File: src/rtl/adder4_accum_if.sv
// Handshake bundle between an upstream 4-bit adder, the accumulator and its consumer.
// The master modport is the environment side and the slave modport is the accumulator side.
interface adder4_accum_if;
    logic       start;
    logic       in_valid;
    logic       in_ready;
    logic [3:0] sum;
    logic       cout;
    logic [7:0] acc_out;
    logic       acc_valid;
    logic       out_ready;
    logic       ovf;
    logic       busy;

    modport master (
        output start, in_valid, sum, cout, out_ready,
        input  in_ready, acc_out, acc_valid, ovf, busy
    );

    modport slave (
        input  start, in_valid, sum, cout, out_ready,
        output in_ready, acc_out, acc_valid, ovf, busy
    );
endinterface

File: src/rtl/adder4_accum.sv
// Accumulates N_SAMPLES 5-bit adder results ({cout,sum}) into a saturating 8-bit total.
// A three-state FSM (IDLE/ACC/DONE) drives registered handshake outputs.
module adder4_accum #(
    parameter int N_SAMPLES = 8
) (
    input  logic                 clk,
    input  logic                 rst_n,
    adder4_accum_if.slave        bus
);
    typedef enum logic [1:0] {IDLE, ACC, DONE} state_t;

    localparam logic [3:0] N_CNT = 4'(N_SAMPLES);

    state_t     state_reg;
    logic [3:0] count_reg;
    logic [7:0] acc_reg;
    logic       ovf_reg;
    logic       in_ready_reg;
    logic       acc_valid_reg;
    logic       busy_reg;

    logic [8:0] acc_next;
    logic [3:0] count_next;
    logic       xfer;

    // Nine-bit sum so that any carry past 255 is visible for saturation.
    assign acc_next   = {1'b0, acc_reg} + {4'b0000, bus.cout, bus.sum};
    assign count_next = count_reg + 4'd1;
    assign xfer       = bus.in_valid && in_ready_reg;

    always_ff @(posedge clk or negedge rst_n) begin
        if (!rst_n) begin
            state_reg     <= IDLE;
            count_reg     <= 4'd0;
            acc_reg       <= 8'd0;
            ovf_reg       <= 1'b0;
            in_ready_reg  <= 1'b0;
            acc_valid_reg <= 1'b0;
            busy_reg      <= 1'b0;
        end else begin
            case (state_reg)
                IDLE: begin
                    if (bus.start) begin
                        state_reg    <= ACC;
                        acc_reg      <= 8'd0;
                        ovf_reg      <= 1'b0;
                        count_reg    <= 4'd0;
                        in_ready_reg <= 1'b1;
                        busy_reg     <= 1'b1;
                    end
                end
                ACC: begin
                    if (xfer) begin
                        count_reg <= count_next;
                        if (acc_next[8]) begin
                            acc_reg <= 8'hFF;
                            ovf_reg <= 1'b1;
                        end else begin
                            acc_reg <= acc_next[7:0];
                        end
                        if (count_next == N_CNT) begin
                            state_reg     <= DONE;
                            in_ready_reg  <= 1'b0;
                            acc_valid_reg <= 1'b1;
                        end
                    end
                end
                DONE: begin
                    // Start seen on the exit cycle is dropped: it is only sampled in IDLE.
                    if (bus.out_ready) begin
                        state_reg     <= IDLE;
                        acc_valid_reg <= 1'b0;
                        busy_reg      <= 1'b0;
                    end
                end
                default: begin
                    state_reg     <= IDLE;
                    in_ready_reg  <= 1'b0;
                    acc_valid_reg <= 1'b0;
                    busy_reg      <= 1'b0;
                end
            endcase
        end
    end

    assign bus.in_ready  = in_ready_reg;
    assign bus.acc_out   = acc_reg;
    assign bus.acc_valid = acc_valid_reg;
    assign bus.ovf       = ovf_reg;
    assign bus.busy      = busy_reg;
endmodule

File: src/flat_wrapper.sv
// flat-port wrapper written by rule: the top's interface ports become plain ports
module adder4_accum_flat 
#(
    parameter int N_SAMPLES = 8
)
  (clk, rst_n, bus_start, bus_in_valid, bus_sum, bus_cout, bus_out_ready, bus_in_ready, bus_acc_out, bus_acc_valid, bus_ovf, bus_busy);
  adder4_accum_if bus_i ();
  input  logic clk;
  input  logic rst_n;
  input wire logic [$bits(bus_i.start)-1:0] bus_start;
  input wire logic [$bits(bus_i.in_valid)-1:0] bus_in_valid;
  input wire logic [$bits(bus_i.sum)-1:0] bus_sum;
  input wire logic [$bits(bus_i.cout)-1:0] bus_cout;
  input wire logic [$bits(bus_i.out_ready)-1:0] bus_out_ready;
  output wire logic [$bits(bus_i.in_ready)-1:0] bus_in_ready;
  output wire logic [$bits(bus_i.acc_out)-1:0] bus_acc_out;
  output wire logic [$bits(bus_i.acc_valid)-1:0] bus_acc_valid;
  output wire logic [$bits(bus_i.ovf)-1:0] bus_ovf;
  output wire logic [$bits(bus_i.busy)-1:0] bus_busy;
  assign bus_i.start = bus_start;
  assign bus_i.in_valid = bus_in_valid;
  assign bus_i.sum = bus_sum;
  assign bus_i.cout = bus_cout;
  assign bus_i.out_ready = bus_out_ready;
  assign bus_in_ready = bus_i.in_ready;
  assign bus_acc_out = bus_i.acc_out;
  assign bus_acc_valid = bus_i.acc_valid;
  assign bus_ovf = bus_i.ovf;
  assign bus_busy = bus_i.busy;
  adder4_accum #(.N_SAMPLES(N_SAMPLES)) u_core (.clk(clk), .rst_n(rst_n), .bus(bus_i));
endmodule
File: config.mk
export PLATFORM = sky130hd
export DESIGN_NAME = adder4_accum_flat
export DESIGN_NICKNAME = d
export VERILOG_FILES = /design/src/rtl/adder4_accum_if.sv /design/src/rtl/adder4_accum.sv /design/src/flat_wrapper.sv
export SDC_FILE = /design/constraint.sdc
export NUM_CORES = 1
export LEC_CHECK = 0
export ABC_AREA = 1
export BUFFER_PORTS_ARGS = -buffer_cell sky130_fd_sc_hd__buf_4
export CORE_MARGIN = 2
export CORE_UTILIZATION = 50
export CTS_BUF_LIST = sky130_fd_sc_hd__clkbuf_2
export CTS_CLUSTER_DIAMETER = 120
export DETAILED_ROUTE_END_ITERATION = 12
export GPL_TIMING_DRIVEN = 0
export PLACE_DENSITY = 0.73
export SYNTH_ARGS = -nofsm -noshare
export SYNTH_HDL_FRONTEND = slang
export SYNTH_SLANG_ARGS = --single-unit
File: constraint.sdc
create_clock -name clk -period 2.2 [get_ports clk]
set_clock_uncertainty 0.2 [all_clocks]
set_input_delay 0 -clock clk [delete_from_list [all_inputs] [get_ports clk]]
set_output_delay 0 -clock clk [all_outputs]
set_load 0.01 [all_outputs]
==> results of run 1 <==
## power by group through the flow
stage	logic, mW	clock network (mW)	registers, mW
floorplan	0.465	0	0.603
global placement	0.726	0	0.574
detailed placement	0.755	0	0.581
CTS	0.771	0.150	0.573
global route	0.862	0.160	0.593
finish	0.765	0.144	0.571
## worst max-delay path by stage
stage,start,end,slack [ns],cells after the start
after floorplan,u_core.bus.acc_out[0],u_core.bus.acc_out[7],0.39,10
after CTS,u_core.bus.acc_out[0],u_core.bus.acc_out[0],0.23,8
after global routing,u_core.bus.acc_out[0],u_core.bus.acc_out[4],0.1,8
after global placement,u_core.bus.acc_out[0],u_core.bus.acc_out[0],0.27,8
final,u_core.bus.acc_out[0],u_core.bus.acc_out[0],0.23,8
after detailed placement,u_core.bus.acc_out[0],u_core.bus.acc_out[0],0.26,8
## metal layers
metal  vias up  part of all wire
met5         -                 0
met4         0             0.020
met3         8             0.042
met2        22              0.51
met1       483              0.43
li1        555                 -
## critical path, delay by kind of cell, from the launching register on
kind                     cells  cell delay [ns]
adder cells (fa/ha/maj)      2             0.62
flip-flops                   1             0.42
AND/OR/NAND/NOR              6             0.61
## area by class of cell
| type | instances | area share |
|---|---|---|
| clock inverters | 1 | 0.00262 |
| repair buffers | 31 | 0.180 |
| flip-flops and latches | 18 | 0.315 |
| inverters | 19 | 0.0516 |
| clock buffers | 3 | 0.0105 |
| well taps | 28 | 0.0245 |
| multi-input cells | 114 | 0.416 |
## cells in the mapped netlist (all sizes together)
| library cell | count | share of area |
|---|---|---|
| nand4 | 2 | 0.011 |
| ha | 6 | 0.067 |
| a21boi | 1 | 0.0067 |
| a21oi | 2 | 0.0089 |
| or2 | 3 | 0.017 |
| xnor2 | 2 | 0.016 |
| nor2 | 8 | 0.027 |
| fa | 1 | 0.018 |
| o21bai | 1 | 0.0067 |
| o21ai | 6 | 0.027 |
| nand3b | 1 | 0.0067 |
| dfrtp | 18 | 0.40 |
| nand2 | 56 | 0.21 |
| nand3 | 25 | 0.11 |
| inv | 19 | 0.066 |
## cells by family after synthesis
| group | synth area share |
|---|---|
| AND/OR/NAND/NOR | 0.381 |
| buffers and inverters | 0.0660 |
| flip-flops | 0.403 |
| AO/OA/AOI/OAI | 0.0492 |
| adder cells (fa/ha/maj) | 0.0850 |
| XOR/XNOR | 0.0157 |
## timing repair
action	4_1_cts	5_1_grt
hold buffers	10	0
endpoints found under the hold margin	34	0
setup buffers	0	0
==> results.cfg, run 1 <==
[clock_tree]
cts-resized-gates = 0
clk_latency_ns = 0.31
cts_tree = yes
root_buffer = clkbuf_2
cts.sinks = 18
numCtsBuffers = 3
htree_levels = 1
path_clk_slew_ns = 0.18
clockBufferDepth = 2

[floorplanning]
dieArea_mm2 = 0.00263
die_x_um = 51.3
ios = 22
rows = 17
core_area_mm2 = 0.00217
die_y_um = 51.3
initial_core_util = 0.516

[critical_path]
cp_cell_sequence = ha_1, fa_1, nand2_1, nand2_1, nand3_1, nand2_1, nand2_2, nand3_1
worstSetupPathType = reg2reg
crit_path_start_kind = flip-flop
cp.arrival_ns = 1.96
cp_max_fo = 7
r2r-end = u_core.bus.acc_out[0]
critPathSlowestCell = dfrtp_1
cpPeakStageDelay_ns = 0.42
r2r-start = u_core.bus.acc_out[0]
reg2reg_slack_ns = 0.23
crit_path_end_kind = flip-flop
crit_top_cell = nand2_1
ff2ff_path_depth = 8
worst_ep_required_time_ns = 2.19

[hold_path]
worstHoldStart = u_core.bus.acc_valid
whs_endpoint = u_core.bus.acc_valid
hp-class = reg2reg
holdPathStages = 2

[finish]
layout_commonest_cell = nand2_1
largest_reg_flops = 8
final_cells = 214
drive_gt1_frac = 0.183
fillers = 201
area_growth_pct = 27.9
fin_nets = 204
mostFrequentLayoutCells = 51 x nand2_1, 25 x nand3_1, 21 x buf_4
antenna_cells = 0
seq_area_um2 = 450
final_cell_area_mm2 = 0.00143
final_core_util = 0.659
multi_input_area_um2 = 594

[global_routing]
grt_start_max_net_pins = 19
use_met3 = 0.0351
gr-total-overflow = 0
antenna_found_initial = 0
met2_usage = 0.374
grt_pass1_vias = 998
grt_pass1_wl_mm = 4.09
grtUsageTotal = 0.208
grt_most_used_layer = met2
grt_use_met1 = 0.251

[placement]
dpl-instance-area_mm2 = 0.00131
portBuffers = 21
gp_congestion = 0.789
dp_hpwl_mm = 1.74
placed_cells = 200
post-place-ws_ns = 0.264

[power]
combPwrFrac = 0.517
totalPowerFinal_mw = 1.48
switching_share = 0.428
p_sw_uw = 634
leakagePower_nw = 0.812
intPower_uw = 846
ir_drop_uv = 848
p_clk_frac = 0.097
powerDensity_mw_per_mm2 = 1030
power_frac_seq = 0.386

[detailed_routing]
wl_per_cell_um = 11.3
vias = 1068
firstDrtPassIters = 4
routed_wl_mm = 2.42
drt_iter0_drc = 22
drc = 0
vias_per_cell = 4.99
ant_nets = 0

[synth]
synth_nets = 168
synth_cell_types = 20
synth.cell_area_mm2 = 0.00112
syn_area_per_cell_um2 = 7.41
synth_warnings = 0
yosysSeqAreaShare = 0.403
syn_inst = 151
ys_ff_latch = 18

[timing]
finalHoldViolations = 0
fin_ws_ns = 0.228
rsz0062_at_grt = no
drv_slew = 0
whs_ns = 0.303
fmax_mhz = 507
setup_viol = 0
fin_tns_setup_ns = 0
period_minus_slack_ns = 1.97
finalCritPeriodShare = 0.896
maxSlewHeadroom = 0.429
worst_slew_pin_slew_ns = 0.853

[status]
status = finished, final reports clean

[job]
cap_violations = 0
(Power assumes the default switching activity.)
==> run 2, diff against run 1 <==
--- a/config.mk
+++ b/config.mk
@@ -8,12 +8,12 @@
 export ABC_AREA = 1
 export BUFFER_PORTS_ARGS = -buffer_cell sky130_fd_sc_hd__buf_4
 export CORE_MARGIN = 2
-export CORE_UTILIZATION = 50
+export CORE_UTILIZATION = 56
 export CTS_BUF_LIST = sky130_fd_sc_hd__clkbuf_2
 export CTS_CLUSTER_DIAMETER = 120
 export DETAILED_ROUTE_END_ITERATION = 12
 export GPL_TIMING_DRIVEN = 0
-export PLACE_DENSITY = 0.73
+export PLACE_DENSITY = 0.81
 export SYNTH_ARGS = -nofsm -noshare
 export SYNTH_HDL_FRONTEND = slang
 export SYNTH_SLANG_ARGS = --single-unit
==> results.cfg, run 2 (synthesized netlist as in run 1, its figures left out) <==
[timing]
whs_ns = -0.0232
finalHoldViolations = 1
rsz0062_at_grt = no
worst_slew_pin_slew_ns = 0.833
fmax_mhz = 508
finalCritPeriodShare = 0.894
period_minus_slack_ns = 1.97
drv_slew = 0
setup_viol = 0
fin_tns_setup_ns = 0
maxSlewHeadroom = 0.443

[critical_path]
ff2ff_path_depth = 8
cp.arrival_ns = 1.97
worstSetupPathType = reg2reg
cp_max_fo = 7
crit_start = u_core.bus.acc_out[0]
r2r-start = u_core.bus.acc_out[0]
reg2reg_slack_ns = 0.23
critPathSlowestCell = dfrtp_1
crit_top_cell = nand2_1
worst_ep_required_time_ns = 2.20
cpPeakStageDelay_ns = 0.43
crit_path_end_kind = flip-flop
r2r-end = u_core.bus.acc_out[1]
cp_cell_sequence = ha_1, fa_1, nand2_1, nand2_1, nand3_1, nand2_1, nand2_2, nand3_1
crit_path_start_kind = flip-flop

[power]
leakagePower_nw = 0.808
ir_drop_uv = 729
powerDensity_mw_per_mm2 = 1050

[placement]
gp_congestion = 0.879
dpl-instance-area_mm2 = 0.00131
dp_hpwl_mm = 1.83
portBuffers = 21

[detailed_routing]
firstDrtPassIters = 4
ant_nets = 0
vias_per_cell = 5.08
vias = 1077
routed_wl_mm = 2.48
drc = 0
wl_per_cell_um = 11.7
drt_iter0_drc = 31

[finish]
mostFrequentLayoutCells = 51 x nand2_1, 25 x nand3_1, 21 x buf_4
drive_gt1_frac = 0.184
antenna_cells = 0
area_growth_pct = 26.8
fin_nets = 203
layout_commonest_cell = nand2_1
largest_reg_flops = 8
final_cell_area_mm2 = 0.00142

[clock_tree]
path_clk_slew_ns = 0.18
clk_latency_ns = 0.31
cts_tree = yes
numCtsBuffers = 3
clockBufferDepth = 2
cts.sinks = 18
htree_levels = 1
root_buffer = clkbuf_2

[floorplanning]
initial_core_util = 0.582
ios = 22
core_area_mm2 = 0.00192
dieArea_mm2 = 0.00237
rows = 16
die_x_um = 48.7
die_y_um = 48.7

[global_routing]
grt_start_max_net_pins = 19
grt_pass1_wl_mm = 4.44
gr-total-overflow = 0
antenna_found_initial = 0
grt_pass1_vias = 1083
grtUsageTotal = 0.239

[hold_path]
worstHoldStart = bus_cout
whs_endpoint = u_core.bus.acc_out[4]
holdPathStages = 5
hp-class = in2reg

[status]
violations = negative hold slack
status = complete, but fails checks

[job]
cap_violations = 0
-- run 2: cell count changes in the layout (fill, tap and decap cells not counted) --
| cell | change |
|---|---|
| dlygate4sd3_1 | -1 |
-- run 2: layout make-up --
cell class,count,area (um2)
multi-input cells,114,594
fillers,170,503
flip-flops and latches,18,450
repair buffers,30,248
inverters,19,73.8
well taps,27,33.8
clock buffers,3,15.0
clock inverters,1,3.75
-- run 2: what timing repair did --
action / 4_1_cts / 5_1_grt
buffers inserted: 0 / 0
gates resized for setup: 0 / 0
hold endpoints to repair: 34 / 0
hold buffers: 9 / 0
setup endpoints to repair: 0 / 0
-- run 2: worst max path at each step --
stage                                 end  slack, ns  depth (start not counted)
CTS                 u_core.bus.acc_out[3]       0.23                          8
global route        u_core.bus.acc_out[4]       0.09                          8
global placement    u_core.bus.acc_out[4]       0.29                          8
detailed placement  u_core.bus.acc_out[3]       0.26                          8
finish              u_core.bus.acc_out[1]       0.23                          8
floorplan           u_core.bus.acc_out[7]       0.39                         10
-- run 2: routing by layer --
| metal | vias up | global-route usage | share of wire |
|---|---|---|---|
| li1 | 554 | - | - |
| met2 | 24 | 0.473 | 0.53 |
| met3 | 5 | 0.0185 | 0.029 |
| met5 | - | 0 | 0 |
| met4 | 0 | 0.0714 | 0.014 |
| met1 | 494 | 0.268 | 0.43 |
-- run 2: through the flow --
step	worst slack (ns)	util	hold WS [ns]	cells	total power, mW
after floorplan	0.390	-	-0.496	151	1.07
after global placement	0.292	0.682	-0.317	199	1.30
after detailed placement	0.255	0.682	-0.317	199	1.34
after CTS	0.230	0.738	0.00322	212	1.49
after global routing	0.0946	0.738	0.0326	212	1.63
final	0.232	0.738	-0.0232	212	1.49
-- run 2: report_power, final --
group	internal, mW	switching [mW]
sequential	0.453	0.127
combinational	0.350	0.414
clock	0.0395	0.106
-- run 2: worst max-delay path: cells and delay by family (launching register included) --
kind          cells  cell delay (ns)
fa+ha+maj         2             0.62
flops             1             0.43
simple gates      6             0.61
